$ cat src/rtl/eth_mii_tx.sv
// eth_mii_tx: MII (4-bit) Ethernet frame transmitter.
// Reads len bytes from a byte-wide registered TX RAM and sends preamble, SFD, payload,
// zero pad up to MIN_LEN, optional FCS, then the inter-frame gap. One nibble per clk.
//
// Optional feature macro: ETH_TX_FCS_EN
//   defined   -> CRC-32 is computed over payload+pad and appended as a 4-byte FCS.
//   undefined -> no CRC logic; the frame ends after the last data/pad nibble.
//
// Ports:
//   clk          MII TX_CLK
//   rst_n        asynchronous active-low reset
//   start_i      1-cycle send request, honoured only when idle
//   len_i        frame byte count, latched on an accepted start
//   busy_o       high from accepted start to the end of the IFG
//   done_o       1-cycle pulse on the last IFG cycle
//   err_o        1-cycle pulse when a start is rejected (len 0 or > MAX_LEN)
//   buf_addr_o   TX RAM read address
//   buf_rdata_i  TX RAM read data, valid one clk after buf_addr_o
//   mii_txd_o    transmit nibble, low nibble of each byte first
//   mii_tx_en_o  transmit enable
//   mii_tx_er_o  transmit error, always 0
module eth_mii_tx #(
  parameter int unsigned ADDR_W  = 11,
  parameter int unsigned MIN_LEN = 60,
  parameter int unsigned MAX_LEN = 1514,
  parameter int unsigned IFG_NIB = 24
) (
  input  logic              clk,
  input  logic              rst_n,
  input  logic              start_i,
  input  logic [15:0]       len_i,
  output logic              busy_o,
  output logic              done_o,
  output logic              err_o,
  output logic [ADDR_W-1:0] buf_addr_o,
  input  logic [7:0]        buf_rdata_i,
  output logic [3:0]        mii_txd_o,
  output logic              mii_tx_en_o,
  output logic              mii_tx_er_o
);

  localparam logic [15:0] MinLen  = 16'(MIN_LEN);
  localparam logic [15:0] MaxLen  = 16'(MAX_LEN);
  localparam logic [15:0] IfgLast = 16'(IFG_NIB - 1);
  localparam logic [15:0] IfgDone = 16'(IFG_NIB - 2);

  typedef enum logic [2:0] {StIdle, StPre, StSfd, StData, StFcs, StIfg} state_e;

  state_e            state_q;
  logic [15:0]       cnt_q;       // PRE / FCS / IFG cycle counter
  logic [15:0]       len_q;
  logic [15:0]       byte_cnt_q;  // bytes (payload or pad) started so far
  logic [7:0]        byte_q;      // byte being sent; holds 0 while padding
  logic              hi_q;        // high nibble of byte_q is on the wire
  logic [ADDR_W-1:0] addr_q;
  logic [3:0]        txd_q;
  logic              tx_en_q;
  logic              busy_q;
  logic              done_q;
  logic              err_q;

`ifdef ETH_TX_FCS_EN
  logic [31:0] crc_q;

  // Reflected CRC-32, one nibble, LSB first.
  function automatic logic [31:0] crc_nib(input logic [31:0] c, input logic [3:0] d);
    logic [31:0] r;
    r = c;
    for (int i = 0; i < 4; i++) begin
      r = (r[0] ^ d[i]) ? ((r >> 1) ^ 32'hEDB88320) : (r >> 1);
    end
    return r;
  endfunction
`endif

  always_ff @(posedge clk or negedge rst_n) begin
    if (!rst_n) begin
      state_q    <= StIdle;
      cnt_q      <= '0;
      len_q      <= '0;
      byte_cnt_q <= '0;
      byte_q     <= '0;
      hi_q       <= 1'b0;
      addr_q     <= '0;
      txd_q      <= '0;
      tx_en_q    <= 1'b0;
      busy_q     <= 1'b0;
      done_q     <= 1'b0;
      err_q      <= 1'b0;
`ifdef ETH_TX_FCS_EN
      crc_q      <= '1;
`endif
    end else begin
      done_q <= 1'b0;
      err_q  <= 1'b0;
      unique case (state_q)
        StIdle: begin
`ifdef ETH_TX_FCS_EN
          crc_q <= '1;
`endif
          if (start_i) begin
            if (len_i == 16'd0 || len_i > MaxLen) begin
              err_q <= 1'b1;
            end else begin
              len_q      <= len_i;
              addr_q     <= '0;
              byte_cnt_q <= '0;
              busy_q     <= 1'b1;
              tx_en_q    <= 1'b1;
              txd_q      <= 4'h5;
              cnt_q      <= '0;
              state_q    <= StPre;
            end
          end
        end
        StPre: begin
          if (cnt_q == 16'd14) begin
            txd_q   <= 4'hD;
            state_q <= StSfd;
          end else begin
            cnt_q <= cnt_q + 16'd1;
          end
        end
        // Byte fetch happens on the low-nibble edge; the address then advances during the
        // high-nibble cycle so the registered RAM has the next byte ready two edges later.
        StSfd, StData: begin
          if (state_q == StData && !hi_q) begin
            txd_q <= byte_q[7:4];
            hi_q  <= 1'b1;
`ifdef ETH_TX_FCS_EN
            crc_q <= crc_nib(crc_q, byte_q[7:4]);
`endif
          end else if (byte_cnt_q < len_q) begin
            byte_q     <= buf_rdata_i;
            txd_q      <= buf_rdata_i[3:0];
            addr_q     <= addr_q + ADDR_W'(1);
            byte_cnt_q <= byte_cnt_q + 16'd1;
            hi_q       <= 1'b0;
            state_q    <= StData;
`ifdef ETH_TX_FCS_EN
            crc_q      <= crc_nib(crc_q, buf_rdata_i[3:0]);
`endif
          end else if (byte_cnt_q < MinLen) begin
            byte_q     <= '0;
            txd_q      <= '0;
            byte_cnt_q <= byte_cnt_q + 16'd1;
            hi_q       <= 1'b0;
`ifdef ETH_TX_FCS_EN
            crc_q      <= crc_nib(crc_q, 4'h0);
`endif
          end else begin
            cnt_q <= '0;
`ifdef ETH_TX_FCS_EN
            txd_q   <= ~crc_q[3:0];
            crc_q   <= {4'h0, crc_q[31:4]};
            state_q <= StFcs;
`else
            txd_q   <= '0;
            tx_en_q <= 1'b0;
            state_q <= StIfg;
`endif
          end
        end
`ifdef ETH_TX_FCS_EN
        StFcs: begin
          if (cnt_q == 16'd7) begin
            cnt_q   <= '0;
            txd_q   <= '0;
            tx_en_q <= 1'b0;
            state_q <= StIfg;
          end else begin
            cnt_q <= cnt_q + 16'd1;
            txd_q <= ~crc_q[3:0];
            crc_q <= {4'h0, crc_q[31:4]};
          end
        end
`endif
        StIfg: begin
          cnt_q  <= cnt_q + 16'd1;
          done_q <= (cnt_q == IfgDone);
          if (cnt_q == IfgLast) begin
            busy_q  <= 1'b0;
            state_q <= StIdle;
          end
        end
        default: state_q <= StIdle;
      endcase
    end
  end

  assign busy_o      = busy_q;
  assign done_o      = done_q;
  assign err_o       = err_q;
  assign buf_addr_o  = addr_q;
  assign mii_txd_o   = txd_q;
  assign mii_tx_en_o = tx_en_q;
  assign mii_tx_er_o = 1'b0;

endmodule
$ cat config.mk
export PLATFORM = sky130hd
export DESIGN_NAME = eth_mii_tx
export DESIGN_NICKNAME = d
export VERILOG_FILES = /design/src/rtl/eth_mii_tx.sv
export SDC_FILE = /design/constraint.sdc
export NUM_CORES = 1
export LEC_CHECK = 0
export BUFFER_PORTS_ARGS = -buffer_cell sky130_fd_sc_hd__buf_2
export CORE_MARGIN = 2
export CORE_UTILIZATION = 53
export CTS_CLUSTER_DIAMETER = 100
export DETAILED_ROUTE_END_ITERATION = 10
export GPL_ROUTABILITY_DRIVEN = 0
export PLACE_DENSITY = 0.74
export RECOVER_POWER = 100
export SLEW_MARGIN = 10
export SYNTH_ARGS = -nofsm -noshare
export SYNTH_HDL_FRONTEND = slang
export SYNTH_SLANG_ARGS = --single-unit
$ cat constraint.sdc
create_clock -name clk -period 2.2 [get_ports clk]
set_input_delay 0.44 -clock clk [delete_from_list [all_inputs] [get_ports clk]]
set_output_delay 0.44 -clock clk [all_outputs]
set_load 0.01 [all_outputs]
### Word level (Yosys, flattened, before mapping)

Index checks and enable logic that the tools add are counted.

| cells by class | value |
|---|---|
| $add $sub $neg | 3 |
| $lt $le $gt $ge | 3 |
| equal/unequal tests | 18 |
| muxes and demuxes | 47 |
| bitwise gates (word level) | 2 |
| reduce and logical (&&, ||, !) cells | 22 |

Operator list:

| cell | count |
|---|---|
| $mux W16 | 9 |
| $pmux W16 S4 | 1 |
| $mux W11 | 4 |
| $add A16 B1 Y16 const B | 2 |
| $eq A16 B5 Y1 const B | 2 |
| $pmux W16 S2 | 1 |
| $pmux W11 S2 | 1 |
| $mux W3 | 7 |
| $mux W4 | 5 |
| $ne A2 B2 Y1 const B | 9 |
| $eq A16 B4 Y1 const B | 1 |
| $gt A16 B11 Y1 const B | 1 |
| $logic_not A16 Y1 | 1 |
| $lt A16 B16 Y1 | 1 |
| $lt A16 B6 Y1 const B | 1 |
| $mux W8 | 2 |
| $mux W1 | 13 |
| $pmux W3 S4 | 1 |
| $pmux W4 S3 | 1 |
| $reduce_and A6 Y1 | 2 |
| $add A11 B1 Y11 const B | 1 |
| $reduce_and A5 Y1 | 2 |
| $reduce_and A4 Y1 | 2 |
| $reduce_and A7 Y1 | 1 |
| 16 further kinds | 24 |

| word-level totals | value |
|---|---|
| flip-flop bits (word level) | 79 |
| input bits | 27 |
| output and inout port bits | 20 |

### Depth between registers and ports, before layout

Gate-level depths: netlist of the first run.

| logic depth | value |
|---|---|
| word-level depth | 5 |
| mapped depth | 12 |

### Worst setup path after synthesis of the first run

OpenSTA, ideal clock, no wires.

| timing path | value |
|---|---|
| kind | register to register |
| start | register byte_cnt_q[2] |
| end | register addr_q[5] (netlist: buf_addr_o[5]) |
| data arrival time | 2,316 ps |
| data required time | 2,121 ps |
| path slack | -196 ps |
| stages on the path, launching flop included | 11 |
| path buffers | 2 |
| period minus slack after synthesis | 2,396 ps |
| cell sequence | dfrtp_1 -> ha_1 -> nor4_1 -> o21ai_0 -> a221oi_1 -> o211a_1 -> buf_4 -> o211ai_1 -> buf_2 -> a211oi_2 -> mux2i_1 |

| on the way | value |
|---|---|
| longest elaborated chain between the ends | 3 |

Ends and longest elaborated chain:

| item | line | RTL |
|---|---|---|
| start: declaration | 52 | `logic [15:0] byte_cnt_q;` |
| start signal: assignment | 137 | `byte_cnt_q <= byte_cnt_q + 16'd1;` |
| start signal: assignment | 146 | `byte_cnt_q <= byte_cnt_q + 16'd1;` |
| $lt A16 B16 Y1 | 133 | `end else if (byte_cnt_q < len_q) begin` |
| $ne A2 B2 Y1 (no line) | - |  |
| $reduce_and A5 Y1 (no line) | - |  |
| end signal: assignment | 136 | `addr_q <= addr_q + ADDR_W'(1);` |
| end: declaration | 55 | `logic [ADDR_W-1:0] addr_q;` |

Every way passes these cells.
A chain may end at the register's enable or synchronous reset.

### Final worst setup path of the first run

| timing path | value |
|---|---|
| start | register byte_cnt_q[3] |
| end | register addr_q[2] (netlist: buf_addr_o[2]) |

The elaborated chain is that of the path after synthesis.

==> flow_metrics.env, run 1 <==
export IMPL_timing_rr_start="byte_cnt_q[3]$_DFFE_PN0P_"
export IMPL_slowest_stage="dfrtp_1"
export IMPL_dr_pass1_iters=5
export IMPL_cp_common_cell="o21ai_1"
export IMPL_setup_viol=53
export IMPL_die_y_um=93.8
export IMPL_dpl_cell_area_sq_mm=0.00509
export IMPL_cts_root_buffer="clkbuf_8"
export IMPL_syn2layout_area_growth_pct=37.1
export IMPL_yosys_area_top_type_share_pct=43.9
export IMPL_outcome="complete, but fails checks"
export IMPL_multi_input_area_sq_mm=0.00261
export IMPL_post_route_period_util_pct=113
export IMPL_fp_dieW_um=93.8
export IMPL_max_cap_violations=0
export IMPL_maxSlewHeadroom_pct=29.4
export IMPL_drc_errors=0
export IMPL_via_count=4387
export IMPL_ys_top_cells_by_area="dfrtp_1, ha_1, nand2_1"
export IMPL_finalWorstSetupSlack_ps=-286
export IMPL_grt_max_degree=42
export IMPL_grt_ovfl_total=0
export IMPL_synthCells=480
export IMPL_htree_levels=3
export IMPL_max_stage_delay_ps=420
export IMPL_clk_pin_slew_worst_paths_ps=90
export IMPL_drive_above_1_share_pct=32.9
export IMPL_synth_area_sq_mm=0.00428
export IMPL_fin_skew_ps=13.6
export IMPL_worstMarginPinSlew_ps=1060
export IMPL_path_max_fanout=8
export IMPL_peakVddDrop_mv=0.958
export IMPL_grt_pass1_wl_mm=19.5
export IMPL_ys_seq_area_share_pct=43.9
export IMPL_cts_buffer_depth=2
export IMPL_criticalPathCategory="reg2reg"
export IMPL_cp_arrival_ps=2760
export IMPL_seqCellArea_sq_mm=0.00188
export IMPL_leakagePower_nw=2.59
export IMPL_io_pins=47
export IMPL_core_sq_mm=0.00777
export IMPL_syn_nets=526
export IMPL_power_density_mw_per_mm2=1130
export IMPL_synthDistinctLibCells=56
export IMPL_crit_chain="ha_4 > nor4_4 > o21ai_1 > a221oi_2 > o211a_1 > o211ai_1 > buf_4 > a2111o_1 > o21ai_1"
export IMPL_fill_cells=523
export IMPL_wire_per_inst_um=18.4
export IMPL_numCtsBuffers=9
export IMPL_end_kind="flip-flop"
export IMPL_cts_tree="built"
export IMPL_min_path_type="in2async"
export IMPL_rrSetupSlack_ps=-290
export IMPL_num_antenna_cells=0
export IMPL_finalHoldViolCount=0
export IMPL_grt_pass1_vias=4086
export IMPL_r2r_end="buf_addr_o[2]$_DFFE_PN0P_"
export IMPL_yosysWarningCount=0
export IMPL_yosysTopAreaCell="dfrtp_1"
export IMPL_r2r_worst_path_cells=9
export IMPL_fin_setup_tns_ps=-8470
export IMPL_yosys_top_cells_count="dfrtp_1, nand2_1, a21oi_1"
export IMPL_antenna_left=0
export IMPL_syn_avg_cell_area_sq_um=8.91
export IMPL_start_util_pct=55.1
export IMPL_antenna_found_initial=0
export IMPL_finalNetCount=648
export IMPL_cp_data_required_time_ps=2480
export IMPL_post_place_ws_ps=-380
export IMPL_clkLatencyLatePin_ps=360
export IMPL_drt_wl_total_mm=13.0
export IMPL_post_route_util_pct=75.5
export IMPL_crit_path_end="buf_addr_o[2]$_DFFE_PN0P_"
export IMPL_post_drt_via_cell_ratio=6.19
export IMPL_synth_ff_type="dfrtp_1"
export IMPL_synth_most_common_cell="dfrtp_1"
export IMPL_setup_worst_path_start="byte_cnt_q[3]$_DFFE_PN0P_"
export IMPL_finalCriticalPeriod_ps=2490
export IMPL_ys_seq_elements=75
export IMPL_std_cell_rows=32
export IMPL_final_cell_area_sq_mm=0.00586
export IMPL_rsz0062_at_grt="yes"
export IMPL_synth_edf_count=0
export IMPL_max_freq_mhz=402
export IMPL_dp_hpwl_mm=7.73
export IMPL_cts_hold_buf=0
export IMPL_cts_sinks=75
export IMPL_die_area_sq_mm=0.00880
export IMPL_drtIter0Drc=388
export IMPL_critPathLaunchType="flip-flop"
export IMPL_io_buffers=45
export IMPL_groute_usage_overall_pct=27.9
export IMPL_async_flop_share_pct=100
export IMPL_drv_slew=0
export IMPL_violations="setup timing"
## timing repair
| item | CTS | global route |
|---|---|---|
| pin swaps | 24 | 33 |
| hold endpoints to repair | 0 | 0 |
| setup buffers | 7 | 8 |
| resized for setup | 34 | 67 |
| gates cloned | 2 | 1 |
| setup endpoints to repair | 41 | 55 |
## critical path, delay by kind of cell (launching register included)
family,cells,cell delay [ps]
flip-flops,1,420
adder cells (fa/ha/maj),1,190
AO/OA/AOI/OAI,6,1310
AND/OR/NAND/NOR,1,280
buffers and inverters,1,210
## layout make-up
class	instances	area share, %
clock buffers	10	2.35
inverters	26	1.66
repair buffers	133	15.7
flip-flops and latches	75	32.0
multi-input cells	357	44.6
clock inverters	6	1.52
well taps	102	2.18
## per-layer routing
| layer | routed length, um | track usage (%) |
|---|---|---|
| met1 | 5470 | 38.9 |
| met2 | 6300 | 44.3 |
| met3 | 929 | 4.90 |
| met4 | 311 | 9.18 |
| met5 | 0 | 0 |
## flip-flops by register name, summed over array words and instances (netlist names)
name and count:
err_o 1, hi_q 1, mii_txd_o 4, mii_tx_en_o 1, len_q 16, done_o 1
cnt_q 16, byte_q 4, buf_addr_o 11, state_q 3, byte_cnt_q 16, busy_o 1
## report_power, final
part / internal, mW / switching [mW] / leakage (nW)
combinational: 1.44 / 1.69 / 1.61
sequential: 1.80 / 0.464 / 0.873
clock: 0.669 / 0.540 / 0.108
## cell usage in the layout (no fill, tap or decap), types with 3 or more instances in the layout
cell type	synthesis	layout
o21ai_2	0	4
nand4_1	11	11
nand2_1	63	59
buf_2	4	27
a21oi_4	0	4
or3_1	11	6
xnor2_1	5	5
a21o_1	5	5
o21a_1	5	5
nor4_1	8	7
and3_1	13	14
a2111o_1	6	6
o21ai_1	1	16
and4_1	5	4
or3_4	0	5
nand3_2	1	4
nand2_2	0	4
nor2_1	35	33
a21oi_1	43	29
mux2i_1	3	3
ha_1	19	13
a31oi_4	1	4
clkbuf_1	13	18
nand2b_1	4	4
a41oi_2	0	7
o211ai_1	5	5
dfrtp_1	75	75
o21ai_0	39	20
clkbuf_8	0	10
inv_1	26	24
a21oi_2	0	10
a31oi_1	8	5
a22o_1	5	5
ha_4	0	5
buf_4	2	69
buf_6	1	15
nand3_1	17	14
## logic make-up after synthesis
family | count (synthesis) | share of synthesized area [%]
buffers and inverters | 48 | 4.94
AND/OR/NAND/NOR | 183 | 21.4
adder cells (fa/ha/maj) | 19 | 5.56
XOR/XNOR | 5 | 1.02
flip-flops | 75 | 43.9
AO/OA/AOI/OAI | 144 | 21.9
other | 1 | 0.0877
multiplexers | 5 | 1.23
## through the flow
step	hold WS, ps	power (mW)	std cells
2_1_floorplan	144	3.60	480
5_1_grt	318	7.00	709
6_report	254	6.61	709
3_3_place_gp	461	4.43	676
3_5_place_dp	465	4.55	676
4_1_cts	84.7	6.05	701
## worst min-delay path by stage
stage | from | endpoint | slack, ps | cells past startpoint
after floorplan | rst_n | buf_addr_o[0]$_DFFE_PN0P_ | 140 | 0
after global placement | busy_o$_DFFE_PN0P_ | busy_o$_DFFE_PN0P_ | 460 | 2
after detailed placement | rst_n | len_q[5]$_DFFE_PN0P_ | 470 | 1
after CTS | rst_n | len_q[5]$_DFFE_PN0P_ | 80 | 1
after global routing | buf_rdata_i[7] | byte_q[7]$_DFFE_PN0P_ | 320 | 2
final | rst_n | len_q[9]$_DFFE_PN0P_ | 250 | 1
(Power assumes the default switching activity.)
==> inputs of run 2 (changes only) <==
==> constraint.sdc (replaced) <==
create_clock -name clk -period 2.2 [get_ports clk]
set_input_delay 0.11 -clock clk [delete_from_list [all_inputs] [get_ports clk]]
set_output_delay 0.11 -clock clk [all_outputs]
set_load 0.01 [all_outputs]
==> run 2 against run 1 <==
  * The run still ends with setup timing left
  * Combinational power is 4% lower
  * Highest routed layer unchanged
  * Sequential power decreased by 2%
  * Sequential share of layout area grew 0.54 points
  * Count of clock-buffer cells in the layout shrank 1
  * Fmax down 3.2%
  * Critical path type unchanged
  * Non-clock buffer count fell by 3
  * Design area fell by 1.7%
  * Die area stayed put
  * Critical path depth is 3 higher
  * Via count decreased by 3.6%
==> flow_metrics.env, run 2 (synthesis results as in run 1) <==
export IMPL_maxSlewHeadroom_pct=36.8
export IMPL_post_drt_via_cell_ratio=5.99
export IMPL_via_count=4227
export IMPL_seqCellArea_sq_mm=0.00188
export IMPL_leakagePower_nw=2.54
export IMPL_num_antenna_cells=0
export IMPL_layout_commonest_cell="dfrtp_1"
export IMPL_cts_buffer_depth=2
export IMPL_drv_slew=0
export IMPL_end_kind="flip-flop"
export IMPL_cts_root_buffer="clkbuf_8"
export IMPL_criticalPathCategory="reg2reg"
export IMPL_grt_pass1_vias=4029
export IMPL_critPathLaunchType="flip-flop"
export IMPL_numCtsBuffers=9
export IMPL_core_sq_mm=0.00777
export IMPL_violations="setup timing"
export IMPL_finalNetCount=645
export IMPL_io_pins=47
export IMPL_pwr_share_comb_pct=47.7
export IMPL_fin_cells=706
export IMPL_cts_tree="built"
export IMPL_drive_above_1_share_pct=28.6
export IMPL_fp_dieW_um=93.8
export IMPL_finalWorstSetupSlack_ps=-369
export IMPL_drtIter0Drc=247
export IMPL_p_int_mw=3.69
export IMPL_cts_sinks=75
export IMPL_seqPwrFrac_pct=35.5
export IMPL_max_freq_mhz=389
export IMPL_cp_arrival_ps=2820
export IMPL_max_cap_violations=0
export IMPL_fin_hold_ws_ps=7.72
export IMPL_dr_pass1_iters=5
export IMPL_die_y_um=93.8
export IMPL_post_route_util_pct=74.2
export IMPL_worstMarginPinSlew_ps=948
export IMPL_peakVddDrop_mv=0.730
export IMPL_power_density_mw_per_mm2=1090
export IMPL_clkLatencyLatePin_ps=360
export IMPL_cp_data_required_time_ps=2450
export IMPL_die_area_sq_mm=0.00880
export IMPL_finalHoldViolCount=0
export IMPL_outcome="complete, but fails checks"
export IMPL_dp_hpwl_mm=7.60
export IMPL_grt_max_degree=76
export IMPL_finalCriticalPeriod_ps=2570
export IMPL_htree_levels=3
export IMPL_min_path_type="in2reg"
export IMPL_grt_pass1_wl_mm=18.6
export IMPL_drc_errors=0
export IMPL_hold_depth=3
export IMPL_setup_viol=52
export IMPL_p_switching_mw=2.58
export IMPL_fin_setup_tns_ps=-12020
export IMPL_mostFrequentLayoutCells="dfrtp_1, buf_4, nand2_1"
export IMPL_total_power_mw=6.27
export IMPL_swShare_pct=41.2
export IMPL_clkPwrFrac_pct=16.8
export IMPL_place_inst=663
export IMPL_antenna_left=0
export IMPL_multi_input_area_sq_mm=0.00256
export IMPL_top_regs="byte_cnt_q: 16 flops, cnt_q: 16 flops, len_q: 16 flops"
export IMPL_fill_cells=571
export IMPL_r2r_worst_path_cells=12
export IMPL_std_cell_rows=32
export IMPL_start_util_pct=55.1
export IMPL_drt_wl_total_mm=11.9
export IMPL_antenna_found_initial=0
export IMPL_groute_usage_overall_pct=26.6
export IMPL_syn2layout_area_growth_pct=34.8
export IMPL_grt_ovfl_total=0
export IMPL_io_buffers=45
export IMPL_post_route_period_util_pct=117
export IMPL_wire_per_inst_um=16.9
export IMPL_rsz0062_at_grt="yes"
export IMPL_path_max_fanout=6
export IMPL_fin_skew_ps=12.0
export IMPL_clk_pin_slew_worst_paths_ps=80
run 2: cell types whose count changed in the layout (fill, tap and decap cells not counted), sizes merged:
cell | before | now
clkbuf | 31 | 26
clkinv | 2 | 4
bufinv | 2 | 1
buf | 112 | 102
dlygate4sd3 | 0 | 11
run 2: layer usage:
metal	vias up	share of wire, %	track usage [%]
li1	1993	-	-
met1	2026	44	36.8
met2	177	47	41.9
met3	31	6.8	3.93
met4	0	2.3	10.9
met5	-	0	0
run 2: final timing paths:
path / slack (ps) / to / start
hold reg to reg: 490 / busy_o$_DFFE_PN0P_ / busy_o$_DFFE_PN0P_
setup reg to reg: -370 / cnt_q[2]$_DFFE_PN0P_ / byte_cnt_q[7]$_DFFE_PN0P_
setup / recovery: -370 / cnt_q[2]$_DFFE_PN0P_ / byte_cnt_q[7]$_DFFE_PN0P_
max in group asynchronous: 1150 / state_q[0]$_DFFE_PN0P_ / rst_n
min in group asynchronous: 430 / len_q[10]$_DFFE_PN0P_ / rst_n
hold / removal: 8 / len_q[1]$_DFFE_PN0P_ / len_i[1]
run 2: timing repair:
item | 4_1_cts | 5_1_grt
setup endpoints to repair | 41 | 70
buffers inserted | 9 | 5
hold endpoints to repair | 85 | 0
hold buffers | 11 | 0
cloned | 1 | 1
gates resized for setup | 28 | 48
pin swaps | 5 | 20
run 2: power by group through the flow:
stage / combinational (mW) / clock [mW] / sequential, mW
finish: 2.99 / 1.05 / 2.23
global route: 3.25 / 1.12 / 2.27
CTS: 2.64 / 1.07 / 2.18
detailed placement: 2.39 / 0 / 2.20
global placement: 2.29 / 0 / 2.18
floorplan: 1.42 / 0 / 2.18
run 2: stage by stage:
stage	instance area (sq um)	setup WS, ps
after floorplan	4300	-144
after CTS	5470	-215
final	5770	-369
after global placement	4970	-209
after global routing	5770	-480
after detailed placement	4970	-318
run 2: worst max-delay path, cell delays in order (launching register included):
cell       delay [ps]
dfrtp_1           430
ha_4              300
o2111ai_4         120
a21oi_2           190
a221oi_2          100
o211a_1           270
buf_4             150
buf_4             130
buf_6             120
a21oi_4           190
buf_6             170
o211ai_1           90
a21o_1            180
run 2: cell type report:
type                            count  share of cell area (%)
Clock inverter                      7                    1.19
Inverter                           26                    1.69
Tap cell                          102                    2.21
Clock buffer                        9                    2.15
Multi-Input combinational cell    357                    44.4
Timing Repair Buffer              130                    15.8
Sequential cell                    75                    32.6
